**config.mk**
```make
export PLATFORM = sky130hd
export DESIGN_NAME = butterfly_lsu
export DESIGN_NICKNAME = d
export VERILOG_FILES = /design/src/rtl/butterfly_pkg.sv /design/src/rtl/butterfly_lsu_align.sv /design/src/rtl/butterfly_lsu.sv
export SDC_FILE = /design/constraint.sdc
export NUM_CORES = 1
export LEC_CHECK = 0
export BUFFER_PORTS_ARGS = -buffer_cell sky130_fd_sc_hd__buf_2
export CORE_ASPECT_RATIO = 0.7
export CORE_MARGIN = 2
export CORE_UTILIZATION = 45
export CTS_CLUSTER_SIZE = 20
export DETAILED_ROUTE_END_ITERATION = 7
export PLACE_DENSITY_LB_ADDON = 0.1
export REMOVE_ABC_BUFFERS = 1
export SYNTH_ARGS = -nofsm -noshare
export SYNTH_HDL_FRONTEND = slang
export SYNTH_SLANG_ARGS = --single-unit
```
**constraint.sdc**
```tcl
create_clock -name clk_i -period 4.6 [get_ports clk_i]
set_input_delay 0.69 -clock clk_i [delete_from_list [all_inputs] [get_ports clk_i]]
set_output_delay 0.69 -clock clk_i [all_outputs]
set_load 0.02 [all_outputs]
```
**src/rtl/butterfly_pkg.sv**
```systemverilog
// Shared types for the ButterFly load/store unit.
package butterfly_pkg;

    typedef enum logic [1:0] {
        SIZE_B = 2'b00,
        SIZE_H = 2'b01,
        SIZE_W = 2'b10
    } lsu_size_e;

    typedef enum logic {
        IDLE = 1'b0,
        BUS  = 1'b1
    } lsu_state_e;

    // Wide enough for the largest legal MAX_WAIT (65535).
    localparam int unsigned WAIT_W = 16;

endpackage

```
**src/rtl/butterfly_lsu_align.sv**
```systemverilog
// Combinational store data/strobe formatting and load extraction/extension.
module butterfly_lsu_align
    import butterfly_pkg::*;
(
    input  logic [1:0]  st_size,
    input  logic [1:0]  st_off,
    input  logic [31:0] st_data,
    output logic [31:0] st_wdata,
    output logic [3:0]  st_wstrb,
    input  logic [1:0]  ld_size,
    input  logic [1:0]  ld_off,
    input  logic        ld_unsigned,
    input  logic [31:0] rdata,
    output logic [31:0] ld_data
);

    logic [31:0] shifted;

    always_comb begin
        st_wdata = st_data;
        st_wstrb = 4'b1111;
        case (st_size)
            SIZE_B: begin
                st_wdata = {4{st_data[7:0]}};
                st_wstrb = 4'b0001 << st_off;
            end
            SIZE_H: begin
                st_wdata = {2{st_data[15:0]}};
                st_wstrb = 4'b0011 << {st_off[1], 1'b0};
            end
            default: ;
        endcase
    end

    always_comb begin
        shifted = rdata >> {ld_off, 3'b000};
        ld_data = shifted;
        case (ld_size)
            SIZE_B: ld_data = ld_unsigned ? {24'b0, shifted[7:0]}
                                          : {{24{shifted[7]}}, shifted[7:0]};
            SIZE_H: ld_data = ld_unsigned ? {16'b0, shifted[15:0]}
                                          : {{16{shifted[15]}}, shifted[15:0]};
            default: ;
        endcase
    end

endmodule

```
**src/rtl/butterfly_lsu.sv**
```systemverilog
// MEM-stage load/store unit: bus handshake with timeout, stall, registered MEM/WB result.
module butterfly_lsu
    import butterfly_pkg::*;
#(
    parameter int unsigned MAX_WAIT = 16
) (
    input  logic        clk_i,
    input  logic        rst_n_i,
    input  logic        ex_valid_i,
    input  logic        ex_mem_read_i,
    input  logic        ex_mem_write_i,
    input  logic [1:0]  ex_size_i,
    input  logic        ex_unsigned_i,
    input  logic [31:0] ex_addr_i,
    input  logic [31:0] ex_wdata_i,
    input  logic [4:0]  ex_rd_i,
    input  logic        ex_reg_we_i,
    output logic        stall_o,
    output logic        wb_valid_o,
    output logic        wb_we_o,
    output logic [4:0]  wb_rd_o,
    output logic [31:0] wb_data_o,
    output logic        misaligned_o,
    output logic        bus_err_o,
    output logic        dmem_valid_o,
    output logic        dmem_we_o,
    output logic [31:0] dmem_addr_o,
    output logic [31:0] dmem_wdata_o,
    output logic [3:0]  dmem_wstrb_o,
    input  logic [31:0] dmem_rdata_i,
    input  logic        dmem_ready_i
);

    lsu_state_e        state_q, state_d;
    logic [WAIT_W-1:0] wait_q, wait_d;
    logic [1:0]        size_q, size_d;
    logic [1:0]        off_q, off_d;
    logic              uns_q, uns_d;
    logic [4:0]        rd_q, rd_d;
    logic              rwe_q, rwe_d;

    logic        wb_valid_d, wb_we_d, misaligned_d, bus_err_d;
    logic [4:0]  wb_rd_d;
    logic [31:0] wb_data_d;
    logic        dmem_valid_d, dmem_we_d;
    logic [31:0] dmem_addr_d, dmem_wdata_d;
    logic [3:0]  dmem_wstrb_d;

    logic        is_mem, misaligned;
    logic [31:0] st_wdata, ld_data;
    logic [3:0]  st_wstrb;

    butterfly_lsu_align u_align (
        .st_size     (ex_size_i),
        .st_off      (ex_addr_i[1:0]),
        .st_data     (ex_wdata_i),
        .st_wdata    (st_wdata),
        .st_wstrb    (st_wstrb),
        .ld_size     (size_q),
        .ld_off      (off_q),
        .ld_unsigned (uns_q),
        .rdata       (dmem_rdata_i),
        .ld_data     (ld_data)
    );

    assign is_mem  = ex_mem_read_i || ex_mem_write_i;
    assign stall_o = (state_q == BUS);

    always_comb begin
        case (ex_size_i)
            SIZE_B:  misaligned = 1'b0;
            SIZE_H:  misaligned = ex_addr_i[0];
            SIZE_W:  misaligned = |ex_addr_i[1:0];
            default: misaligned = 1'b1;
        endcase
    end

    always_comb begin
        state_d      = state_q;
        wait_d       = wait_q;
        size_d       = size_q;
        off_d        = off_q;
        uns_d        = uns_q;
        rd_d         = rd_q;
        rwe_d        = rwe_q;
        wb_valid_d   = 1'b0;
        wb_we_d      = 1'b0;
        wb_rd_d      = wb_rd_o;
        wb_data_d    = wb_data_o;
        misaligned_d = 1'b0;
        bus_err_d    = 1'b0;
        dmem_valid_d = dmem_valid_o;
        dmem_we_d    = dmem_we_o;
        dmem_addr_d  = dmem_addr_o;
        dmem_wdata_d = dmem_wdata_o;
        dmem_wstrb_d = dmem_wstrb_o;

        unique case (state_q)
            IDLE: begin
                if (ex_valid_i) begin
                    if (!is_mem) begin
                        wb_valid_d = 1'b1;
                        wb_data_d  = ex_addr_i;
                        wb_rd_d    = ex_rd_i;
                        wb_we_d    = ex_reg_we_i && (ex_rd_i != 5'd0);
                    end else if (misaligned) begin
                        wb_valid_d   = 1'b1;
                        misaligned_d = 1'b1;
                        wb_rd_d      = ex_rd_i;
                        wb_data_d    = 32'd0;
                    end else begin
                        state_d      = BUS;
                        wait_d       = '0;
                        size_d       = ex_size_i;
                        off_d        = ex_addr_i[1:0];
                        uns_d        = ex_unsigned_i;
                        rd_d         = ex_rd_i;
                        rwe_d        = ex_reg_we_i;
                        dmem_valid_d = 1'b1;
                        dmem_we_d    = ex_mem_write_i;
                        dmem_addr_d  = {ex_addr_i[31:2], 2'b00};
                        dmem_wdata_d = st_wdata;
                        dmem_wstrb_d = ex_mem_write_i ? st_wstrb : 4'b0000;
                    end
                end
            end
            BUS: begin
                // Ready on the last allowed cycle still completes normally.
                if (dmem_ready_i) begin
                    state_d      = IDLE;
                    dmem_valid_d = 1'b0;
                    wb_valid_d   = 1'b1;
                    wb_rd_d      = rd_q;
                    if (dmem_we_o) begin
                        wb_data_d = 32'd0;
                    end else begin
                        wb_we_d   = rwe_q && (rd_q != 5'd0);
                        wb_data_d = ld_data;
                    end
                end else if (wait_q == WAIT_W'(MAX_WAIT - 1)) begin
                    state_d      = IDLE;
                    dmem_valid_d = 1'b0;
                    wb_valid_d   = 1'b1;
                    wb_rd_d      = rd_q;
                    wb_data_d    = 32'd0;
                    bus_err_d    = 1'b1;
                end else begin
                    wait_d = wait_q + WAIT_W'(1);
                end
            end
            default: state_d = IDLE;
        endcase
    end

    always_ff @(posedge clk_i or negedge rst_n_i) begin
        if (!rst_n_i) begin
            state_q      <= IDLE;
            wait_q       <= '0;
            size_q       <= 2'b00;
            off_q        <= 2'b00;
            uns_q        <= 1'b0;
            rd_q         <= 5'd0;
            rwe_q        <= 1'b0;
            wb_valid_o   <= 1'b0;
            wb_we_o      <= 1'b0;
            wb_rd_o      <= 5'd0;
            wb_data_o    <= 32'd0;
            misaligned_o <= 1'b0;
            bus_err_o    <= 1'b0;
            dmem_valid_o <= 1'b0;
            dmem_we_o    <= 1'b0;
            dmem_addr_o  <= 32'd0;
            dmem_wdata_o <= 32'd0;
            dmem_wstrb_o <= 4'b0000;
        end else begin
            state_q      <= state_d;
            wait_q       <= wait_d;
            size_q       <= size_d;
            off_q        <= off_d;
            uns_q        <= uns_d;
            rd_q         <= rd_d;
            rwe_q        <= rwe_d;
            wb_valid_o   <= wb_valid_d;
            wb_we_o      <= wb_we_d;
            wb_rd_o      <= wb_rd_d;
            wb_data_o    <= wb_data_d;
            misaligned_o <= misaligned_d;
            bus_err_o    <= bus_err_d;
            dmem_valid_o <= dmem_valid_d;
            dmem_we_o    <= dmem_we_d;
            dmem_addr_o  <= dmem_addr_d;
            dmem_wdata_o <= dmem_wdata_d;
            dmem_wstrb_o <= dmem_wstrb_d;
        end
    end

endmodule
```
Word-level counts from Yosys, hierarchy flattened
Index checks and enable logic that the tools add are counted.

storage, ports and cells
  flip-flop bits (word level) = 137
  input port bits = 111
  output and inout port bits = 112
  logic and storage cells = 101

operators by class
  add/sub/neg operators = 1
  equality and inequality tests = 11
  shift-type cells = 3
  multiplexer cells = 54
  bitwise logic cells = 2
  reductions and logical operators = 12

operators by type and width
  operator                                                           count
  32-bit 2-to-1 mux                                                  8
  32-bit case mux with 2 select lines                                3
  16-bit 2-to-1 mux                                                  5
  16-bit case mux with 2 select lines                                1
  32-bit by 5-bit right shift with 32-bit output                     1
  5-bit 2-to-1 mux                                                   5
  1-bit 2-to-1 mux                                                   24
  16-bit by 1-bit adder with 16-bit output, second input constant    1
  16-bit by 4-bit == test with 1-bit output, second input constant   1
  2-bit != test, second input constant                               5
  5-bit case mux with 2 select lines                                 1
  5-bit nonzero test                                                 2
  1-bit case mux with 2 select lines                                 4
  4-bit case mux with 2 select lines                                 1
  4-bit AND reduction                                                2
  5-bit AND reduction                                                1
  2-bit by 1-bit == test with 1-bit output, second input constant    2
  2-bit logical NOT                                                  2
  4-bit 2-to-1 mux                                                   1
  1-bit by 2-bit << shifter with 4-bit output, first input constant  1
  2-bit by 2-bit << shifter with 4-bit output, first input constant  1
  3-bit by 2-bit != test with 1-bit output, second input constant    1
  3-bit != test, second input constant                               1
  1-bit case mux with 3 select lines                                 1
  other kinds (6)                                                    8

Longest topological paths before layout
Gate-level depths: netlist of run 1.

  depth after elaboration = 6
  depth in mapped cells = 7
  depth with buffers taken out = 6

Hierarchy
A second synthesis of run 1 with hierarchy kept.

unflattened totals
  cells, all modules = 601
  area, all modules = 7196.9 um^2

by module, submodules not included
  module               instances  cells each  area an instance (um^2)
  butterfly_lsu        1          434         6048.3
  butterfly_lsu_align  1          167         1148.6

Worst setup path after synthesis of run 1
OpenSTA, ideal clock, no wires.

  path type = input to register
  from = input ex_size_i[0]
  to = register dmem_wdata_o[12]
  data arrival time = 2.008 ns
  required time = 4.474 ns
  path slack = 2.466 ns
  cell stages on the path = 5
  cells stage by stage = or3_1 > a211oi_2 > buf_2 > buf_2 > a21oi_1

on the way
  longest elaborated chain between the ends = 4

ends and longest elaborated chain
  item                                   RTL line              text
  from (decl)                            butterfly_lsu.sv:12   input logic [1:0] ex_size_i,
  2-bit == test (tied with other cells)  butterfly_lsu.sv:70   case (ex_size_i)
  1-bit case mux with 3 select lines     butterfly_lsu.sv:70
  1-bit inverter (no source line)        n/a
  4-bit AND reduction (no source line)   n/a
  to (signal assigned)                   butterfly_lsu.sv:192  dmem_wdata_o <= dmem_wdata_d;
  to (decl)                              butterfly_lsu.sv:28   output logic [31:0] dmem_wdata_o,

Several ways; a longest one is shown, not always the timed one.
A chain may end at the register's enable or synchronous reset.

Worst setup path after layout of run 1
  from = register state_q (netlist: stall_o)
  to = register wb_data_o[28]

on the way
  longest elaborated chain between the ends = 3

ends and longest elaborated chain
  item                                                                    RTL line              text
  from (decl)                                                             butterfly_lsu.sv:34   lsu_state_e state_q, state_d;
  from (signal assigned)                                                  butterfly_lsu.sv:176  state_q <= state_d;
  1-bit inverter (no source line)                                         n/a
  3-bit != test (no source line) / 2-bit != test (equally long branches)  n/a
  3-bit AND reduction (no source line)                                    n/a
  to (signal assigned)                                                    butterfly_lsu.sv:186  wb_data_o <= wb_data_d;
  to (decl)                                                               butterfly_lsu.sv:22   output logic [31:0] wb_data_o,

Several ways; a longest one is shown, not always the timed one.

==> flow_summary.json, run 1 <==
{
  "gp_congestion": 0.918,
  "ctsResizeCount": 0,
  "diodes": 0,
  "grt_pass1_vias": 5792,
  "drc": 0,
  "crit_path_top_delay_cell": "dfrtp_1",
  "post-route-period-util_pct": 60.5,
  "met3_length_mm": 1.62,
  "viasPerCell": 5.46,
  "wl_met1_mm": 8.92,
  "root_buffer": "clkbuf_16",
  "cp_slowest_stage_delay_ns": 0.71,
  "worstPathCellList": "nand3b_1, nor3b_2, nor2b_1, a22oi_1, a31oi_1",
  "area_delta_synth_final_pct": 28.1,
  "yosys-top-cells-area": "dfrtp_1 (52%), nand2_1 (10%), mux2i_1 (5.3%), nor2_1 (4.8%), a21oi_1 (4.0%)",
  "tightest_slew_ns": 1.09,
  "end_kind": "register",
  "synth.distinct_cells": 50,
  "antenna_found_initial": 0,
  "syn_avg_cell_area_um2": 9.08,
  "initial_core_util_pct": 46.7,
  "die_h_um": 105,
  "max_clock_freq_mhz": 359,
  "yosys_register_bits": 137,
  "drt_wl_total_mm": 19.7,
  "p_leak_nw": 4.21,
  "wl_met2_mm": 8.91,
  "arrival_ns": 3.12,
  "post-dp-hpwl_mm": 13.9,
  "drt_first_pass_iters": 7,
  "max-vdd-ir-drop_v": 0.000285,
  "holdWs_ns": 0.365,
  "rsz0062_at_grt": "false",
  "clock_skew_ns": 0.00933,
  "grt_max_degree": 108,
  "final_antenna_net_count": 0,
  "drv_slew": 0,
  "fin_crit_ns": 2.78,
  "clock_latency_ns": 0.43,
  "grt-ovfl-total": 0,
  "cts_tree": "built",
  "core_um2": 14100,
  "status": "complete, no violations",
  "postCtsHoldBufs": 0,
  "routed-via-count": 6178,
  "cts_setup_buffers": 0,
  "cp_max_fo": 17,
  "slew_headroom_pct": 26.9,
  "worstHoldPathType": "in -> async",
  "ys.flop_type": "dfrtp_1",
  "grt_pass1_wl_mm": 30.7,
  "hold_violations": 0,
  "wl_per_cell_um": 17.4,
  "clock_path_buffers": 2,
  "top_layer": "met4",
  "std_cell_rows": 36,
  "critical_path_class": "reg -> reg",
  "drv_cap": 0,
  "async_flop_share_pct": 100,
  "fin_nets": 1040,
  "yosys.area.top_type": "dfrtp_1",
  "grt_use_total_pct": 25.2,
  "ys_seq_area_share_pct": 52.0,
  "final_cells": 1131,
  "power.density_nw_per_um2": 519,
  "worstPathRequired_ns": 4.94,
  "n_fill_cell": 1233,
  "setup_violations": 0,
  "r2r_cells": 5,
  "port_buffers": 220,
  "drive_gt1_share_pct": 29.6,
  "synth_edf_count": 0,
  "postSynthCellCount": 726,
  "die_area_um2": 15600,
  "io_pins": 223,
  "clk_pin_slew_worst_paths_ns": 0.06,
  "yosys.area.top_type_share_pct": 52.0,
  "synth_area_um2": 6590,
  "cts_made_buffers": 17,
  "worstSetupStartpointType": "register",
  "dp.cells": 1099,
  "yosys_warnings": 0,
  "htreeDepth": 4,
  "drtIter0Drc": 420,
  "die_x_um": 149,
  "clock_sinks": 137
}
where the power goes:
part	internal, mW	switching, mW
combinational	0.436	0.836
clock	0.924	0.541
sequential	1.48	0.164
layout make-up:
class	count	area, um2	share of cell area [%]
clock buffers	18	439	5.20
clock inverters	14	195	2.31
inverters	3	11.3	0.133
multi-input cells	539	2950	34.9
flip-flops and latches	137	3430	40.6
well taps	190	238	2.82
repair buffers	230	1180	14.0
per-layer routing:
layer  global-route usage [%]  vias up
li1                         -     2925
met1                     36.3     2967
met2                     37.9      267
met3                     6.67       19
met4                     6.67        0
met5                        0        -
worst max-delay path: cells and delay by family (launching register included):
family	cells	cell delay (ns)
and+or+nand+nor	3	1.62
DFF	1	0.71
AOI/OAI and AO/OA	2	0.38
final timing paths:
check / startpoint / to / slack, ns
setup / recovery: stall_o / wb_data_o[28] / 1.82
hold / removal: rst_n_i / wb_valid_o / 0.37
setup reg to reg: stall_o / wb_data_o[28] / 1.82
hold reg to reg: dmem_addr_o[31] / dmem_addr_o[31] / 0.47
max in group asynchronous: rst_n_i / wait_q[5] / 3.14
min in group clk_i: ex_addr_i[28] / dmem_addr_o[28] / 0.47
state kept, by name, summed over array words and instances, names as in the netlist, 2 cells and up:
name and count:
size_q 2, off_q 2, wb_rd_o 5, wb_data_o 32, wait_q 16, dmem_wdata_o 32
dmem_wstrb_o 4, rd_q 5, dmem_addr_o 30
cell usage in the layout (no fill, tap or decap), types with 6 or more instances in the layout:
master / count
o21ai_0: 29
a22oi_1: 23
nor2_1: 85
buf_2: 219
clkbuf_16: 17
mux2i_1: 35
nor2b_1: 14
nor4_1: 6
a211o_1: 7
nand2_1: 181
a21oi_1: 53
a32oi_1: 8
a31oi_1: 20
buf_4: 10
mux2_2: 9
dfrtp_1: 137
xnor2_1: 7
cells in the mapped netlist (2+ instances only):
master / n
a211o_1: 7
a211oi_1: 2
a21oi_1: 53
a22oi_1: 23
a31oi_1: 20
a32oi_1: 8
and3_1: 2
and4_1: 3
buf_1: 4
buf_2: 15
buf_4: 6
clkbuf_1: 23
dfrtp_1: 137
inv_1: 3
mux2_2: 9
mux2i_1: 35
nand2_1: 182
nand2b_1: 5
nand3_1: 5
nand3b_1: 2
nand4_1: 3
nor2_1: 85
nor2b_1: 14
nor3_1: 4
nor4_1: 6
nor4_2: 2
o21ai_0: 29
o21ai_1: 5
o22ai_1: 5
or3_1: 2
or4_1: 2
xnor2_1: 7
cells by family after synthesis:
group,share of synthesized area (%)
compound gates,15.6
simple gates,20.7
fa+ha+maj,0.190
buf+inv,3.53
mux,6.86
flops,52.0
xor+xnor,1.06
other cells,0.0569
per-stage QoR:
stage	setup slack, ns	util [%]	power, mW	TNS [ns]	instance area, um2
floorplan	-0.130	-	2.41	-0.705	6370
global placement	1.67	55.4	2.90	0	7810
detailed placement	1.56	55.4	2.93	0	7810
CTS	1.89	59.9	4.41	0	8440
global route	1.64	59.9	4.61	0	8440
finish	1.82	59.9	4.38	0	8440
No activity file was read; power rests on OpenSTA's default activity.
==> run 2: changes to the inputs <==
--- a/config.mk
+++ b/config.mk
@@ -5,6 +5,7 @@
 export SDC_FILE = /design/constraint.sdc
 export NUM_CORES = 1
 export LEC_CHECK = 0
+export ABC_AREA = 1
 export BUFFER_PORTS_ARGS = -buffer_cell sky130_fd_sc_hd__buf_2
 export CORE_ASPECT_RATIO = 0.7
 export CORE_MARGIN = 2
==> constraint.sdc (replaced) <==
create_clock -name clk_i -period 2.75 [get_ports clk_i]
set_input_delay 0.4125 -clock clk_i [delete_from_list [all_inputs] [get_ports clk_i]]
set_output_delay 0.4125 -clock clk_i [all_outputs]
set_load 0.02 [all_outputs]
==> run 2 against run 1 <==
Against the previous run:
- the run now ends with negative hold slack left
- hold slack worse by 0.40 ns
- sequential share of layout area decreased by 2.3 points
- routed wire length up 8.9%
- utilization fell by 2.3 points
- critical path depth is the same
- critical endpoint is now wb_we_o
==> flow_summary.json, run 2 <==
{
  "grt_use_total_pct": 25.7,
  "end_kind": "register",
  "viasPerCell": 5.05,
  "drtIter0Drc": 557,
  "drc": 0,
  "arrival_ns": 2.39,
  "yosys-top-cells-area": "dfrtp_1 (48%), nand2_1 (25%), nand3_1 (4.4%), o21ai_0 (4.0%), a21oi_1 (2.6%)",
  "fin_crit_ns": 2.11,
  "post-synth-top-count-cell": "nand2_1",
  "root_buffer": "clkbuf_16",
  "rsz0062_at_grt": "false",
  "drv_cap": 0,
  "violations": "negative hold slack",
  "fin_nets": 1297,
  "syn_avg_cell_area_um2": 7.28,
  "reg.largest.list": "dmem_wdata_o: 32 flops, wb_data_o: 32 flops, dmem_addr_o: 30 flops",
  "ctsResizeCount": 0,
  "clk_pin_slew_worst_paths_ns": 0.06,
  "post-route-period-util_pct": 76.9,
  "worstHoldPathType": "in -> async",
  "ys.flop_type": "dfrtp_1",
  "synth_xor_area_share_pct": 0.730,
  "routed-via-count": 7074,
  "final_antenna_net_count": 0,
  "synth_area_um2": 7200,
  "synth.distinct_cells": 33,
  "max_clock_freq_mhz": 473,
  "yosys_warnings": 0,
  "fin_area_um2": 8950,
  "htreeDepth": 4,
  "power.density_nw_per_um2": 789,
  "core_um2": 15500,
  "finalCoreUtilization_pct": 57.5,
  "cp_slowest_stage_delay_ns": 0.61,
  "postCtsHoldBufs": 0,
  "synth_edf_count": 0,
  "drt_wl_total_mm": 21.5,
  "clock_path_buffers": 2,
  "grt_max_degree": 93,
  "drive_gt1_share_pct": 24.3,
  "setup_violations": 0,
  "place_area_um2": 8360,
  "holdWs_ns": -0.0303,
  "io_pins": 223,
  "yosys_register_bits": 137,
  "yosys-top-cells-count": "nand2_1 (481), dfrtp_1 (137), nand3_1 (63)",
  "worstPathRequired_ns": 3.02,
  "layout_commonest_cell": "nand2_1",
  "yosys.area.top_type": "dfrtp_1",
  "final_cell_mix": "nand2_1 (481), buf_2 (219), dfrtp_1 (137)",
  "cts_setup_buffers": 0,
  "die_x_um": 155,
  "grt_pass1_vias": 6385,
  "clock_sinks": 137,
  "ys_seq_area_share_pct": 47.6,
  "postSynthCellCount": 989,
  "tightest_slew_ns": 0.768,
  "hold_violations": 13,
  "p_leak_nw": 4.97,
  "die_h_um": 110,
  "cts_made_buffers": 17,
  "grt-ovfl-total": 0,
  "async_flop_share_pct": 100,
  "worstPathCellList": "buf_4, nand2_2, nor2_4, inv_2, o31ai_1",
  "drt_first_pass_iters": 7,
  "clock_skew_ns": 0.0126,
  "critical_path_class": "reg -> reg",
  "drv_slew": 0,
  "gp_congestion": 0.902,
  "synthAdderAreaFrac_pct": 0.174,
  "crit_path_top_delay_cell": "dfrtp_1",
  "slew_headroom_pct": 48.8,
  "status": "finished, violations left",
  "cts_tree": "built",
  "post-dp-hpwl_mm": 15.0,
  "wl_per_cell_um": 15.3,
  "die_area_um2": 17000,
  "cp_max_fo": 17,
  "std_cell_rows": 38,
  "port_buffers": 220,
  "max-vdd-ir-drop_v": 0.000409,
  "antenna_found_initial": 6,
  "synth_compound_area_share_pct": 9.40,
  "initial_core_util_pct": 46.3,
  "synth_top_family_by_area": "simple AND/OR/NAND/NOR gates",
  "synthMuxAreaShare_pct": 0,
  "synthSimpleGateAreaFrac_pct": 34.7,
  "grt_pass1_wl_mm": 33.9,
  "area_delta_synth_final_pct": 24.3,
  "yosys.area.top_type_share_pct": 47.6,
  "worstSetupStartpointType": "register",
  "clock_latency_ns": 0.41
}
run 2: cell count changes in the layout (fill, tap and decap cells not counted), moves of 19 or more:
cell	delta
mux2i_1	-35
a22oi_1	-23
o21ai_1	+19
nor2_1	-50
a31oi_1	-20
o21ai_0	+29
nand3_1	+58
inv_1	+35
nand2_1	+300
run 2: stage by stage:
stage	power, mW	setup TNS (ns)	cells	setup WS, ns
6_report	7.06	0	1402	0.636
5_1_grt	7.47	0	1399	0.390
4_1_cts	7.10	0	1398	0.666
3_5_place_dp	4.86	0	1366	0.594
3_3_place_gp	4.84	0	1366	0.658
2_1_floorplan	3.98	-3.55	933	-0.310
run 2: report_power, final:
group,total (mW),internal [mW],leakage (nW),switching [mW]
combinational,2.14,0.676,2.93,1.46
clock,2.22,1.30,0.269,0.922
sequential,2.70,2.42,1.77,0.275
run 2: cell type report:
class                   instances  area (um2)
well taps                     200         250
multi-input cells             749        3260
fillers                      1523        6600
clock buffers                  20         457
flip-flops and latches        137        3430
repair buffers                233        1240
clock inverters                12         118
inverters                      47         184
diodes                          4        10.0
run 2: critical path: cells and delay by family (launching register included):
kind,cells,cell delay (ns)
AND/OR/NAND/NOR,2,0.46
flip-flops,1,0.61
AO/OA/AOI/OAI,1,0.41
buffers and inverters,2,0.48
run 2: path summary, 6_finish.rpt:
kind / start / depth (start not counted) / slack, ns / to
max: stall_o / 5 / 0.64 / wb_we_o
min: rst_n_i / 1 / -0.03 / dmem_wdata_o[10]
max reg2reg: stall_o / 5 / 0.64 / wb_we_o
min reg2reg: dmem_addr_o[10] / 2 / 0.46 / dmem_addr_o[10]
max in group asynchronous: rst_n_i / 2 / 1.91 / dmem_addr_o[29]
min in group clk_i: ex_unsigned_i / 3 / 0.21 / uns_q
run 2: kinds of logic (layout without fill, tap and decap cells):
group	count (synthesis)	count (layout)
compound gates	130	130
xor+xnor	6	6
fa+ha+maj	1	1
buf+inv	104	312
flops	137	137
other cells	1	6
simple gates	610	610
run 2: metal layers:
layer	vias to the layer above	part of all wire [%]	track usage, %
met4	4	0.76	5.29
met1	3259	49	37.8
met3	23	7.6	6.50
li1	3523	-	-
met5	-	0.14	0
met2	265	42	38.3
==> run 3: changes to the inputs <==
==> constraint.sdc (replaced) <==
create_clock -name clk_i -period 2.22 [get_ports clk_i]
set_input_delay 0.333 -clock clk_i [delete_from_list [all_inputs] [get_ports clk_i]]
set_output_delay 0.333 -clock clk_i [all_outputs]
set_load 0.02 [all_outputs]
==> run 3 against run 2 <==
Against the previous run:
- via count fell by 0.23%
- register-to-register slack got worse by 0.41 ns
- first-iteration DRC count fell by 15%
- clock-buffer cell count fell by 1
- critical endpoint is now wb_rd_o[2]
- utilization rose by 0.85 points
- sequential share of layout area fell by 0.56 points
- setup slack got worse by 0.41 ns
- non-clock buffer count rose by 12
- the flow now finishes without violations
- sequential cell count did not move
- combinational power rose by 27%
==> flow_summary.json, run 3 (synthesis results as in run 2) <==
{
  "reg2reg_slack_ns": 0.23,
  "die_h_um": 110,
  "wl_per_cell_um": 15.4,
  "max_clock_freq_mhz": 502,
  "clock_skew_ns": 0.0103,
  "cts_made_buffers": 17,
  "grt_max_degree": 71,
  "holdWs_ns": 0.124,
  "p_leak_nw": 5.06,
  "drv_cap": 0,
  "crit_family": "buffers and inverters",
  "gp_congestion": 0.887,
  "power.density_nw_per_um2": 984,
  "grt_use_total_pct": 26.3,
  "tightest_slew_ns": 0.774,
  "drtIter0Drc": 475,
  "r2r-end": "wb_rd_o[2]",
  "post-route-period-util_pct": 89.8,
  "tns_ns": 0,
  "rr_startpoint": "wait_q[0]",
  "io_pins": 223,
  "cp_slowest_stage_delay_ns": 0.57,
  "arrival_ns": 2.35,
  "end_kind": "register",
  "final_antenna_net_count": 0,
  "critical_path_class": "reg -> reg",
  "p_total_mw": 8.93,
  "viasPerCell": 5.00,
  "drive_gt1_share_pct": 25.0,
  "drt_first_pass_iters": 5,
  "routed-via-count": 7058,
  "area_delta_synth_final_pct": 26.1,
  "worstHoldPathType": "in -> reg",
  "clock_path_buffers": 2,
  "rsz0062_at_grt": "false",
  "crit_path_top_delay_cell": "inv_2",
  "clock_latency_ns": 0.42,
  "drv_slew": 0,
  "die_area_um2": 17000,
  "grt_pass1_vias": 6634,
  "crit_cells": 10,
  "status": "complete, no violations",
  "worstSetupStartpointType": "register",
  "antenna_found_initial": 5,
  "drc": 0,
  "drt_wl_total_mm": 21.8,
  "crit_buf_inv": 2,
  "grt-ovfl-total": 0,
  "setup_violations": 0,
  "clock_sinks": 137,
  "hold_violations": 0,
  "slew_headroom_pct": 48.3,
  "post-dp-hpwl_mm": 15.6,
  "finalCoreUtilization_pct": 58.4,
  "crit_end": "wb_rd_o[2]",
  "r2r_cells": 10,
  "cp_max_fo": 37,
  "worstPathRequired_ns": 2.57,
  "die_x_um": 155,
  "fin_crit_ns": 1.99,
  "port_buffers": 220,
  "fin_nets": 1309,
  "cts_tree": "built",
  "htreeDepth": 4,
  "core_um2": 15500,
  "cts_setup_buffers": 0,
  "worstPathCellList": "ha_1, nand2_2, nor2_4, inv_2, nor2_2, nand3_2, nand3_2, inv_2, nand2_1, nand2_1",
  "final_cell_mix": "nand2_1 (481), buf_2 (219), dfrtp_1 (137)",
  "max-vdd-ir-drop_v": 0.000578,
  "initial_core_util_pct": 46.3,
  "layout_commonest_cell": "nand2_1",
  "clk_pin_slew_worst_paths_ns": 0.06,
  "reg.largest.list": "dmem_wdata_o: 32 flops, wb_data_o: 32 flops, dmem_addr_o: 30 flops",
  "grt_pass1_wl_mm": 34.7,
  "std_cell_rows": 38,
  "root_buffer": "clkbuf_16",
  "startpoint": "wait_q[0]"
}
## run 3: area by class of cell
type                       count  area [um2]
inverter                      47         184
clock buffer                  19         453
antenna                        3        7.51
tap                          200         250
timing repair buffer         245        1350
sequential                   137        3430
multi-input combinational    749        3260
fill                        1551        6470
clock inverter                13         151
## run 3: worst min-delay path, delay by kind of cell
kind / cells / cell delay, ns
buffers and inverters: 1 / 0.08
and+or+nand+nor: 2 / 0.09
## run 3: worst min-delay path by stage
stage / endpoint / depth (start not counted) / startpoint
after detailed placement: dmem_wdata_o[10] / 1 / rst_n_i
after floorplan: bus_err_o / 0 / rst_n_i
final: uns_q / 3 / ex_unsigned_i
after global placement: dmem_wdata_o[10] / 1 / rst_n_i
after CTS: uns_q / 3 / ex_unsigned_i
after global routing: dmem_addr_o[25] / 3 / ex_addr_i[25]
## run 3: power breakdown
| group | switching, mW | leakage, nW | internal, mW |
|---|---|---|---|
| Sequential | 0.305 | 1.77 | 3.00 |
| Combinational | 1.84 | 2.99 | 0.862 |
| Clock | 1.10 | 0.294 | 1.81 |
| Total | 3.25 | 5.06 | 5.68 |
## run 3: through the flow
stage | instances | area [um2] | setup WS (ns)
finish | 1413 | 9080 | 0.226
global placement | 1377 | 8460 | 0.268
floorplan | 933 | 6860 | -0.840
CTS | 1410 | 9070 | 0.204
detailed placement | 1377 | 8460 | 0.174
global route | 1411 | 9070 | 0.0212
## run 3: what timing repair did
item | in CTS | in global routing
hold buffers | 1 | 0
hold endpoints to repair | 45 | 0
resized for setup | 0 | 0
## run 3: layer usage
metal,track usage [%],part of all wire (%),vias up
met1,36.6,47,3222
met5,0,0.12,-
li1,-,-,3541
met3,8.79,9.1,24
met2,39.7,43,267
met4,6.61,1.2,4
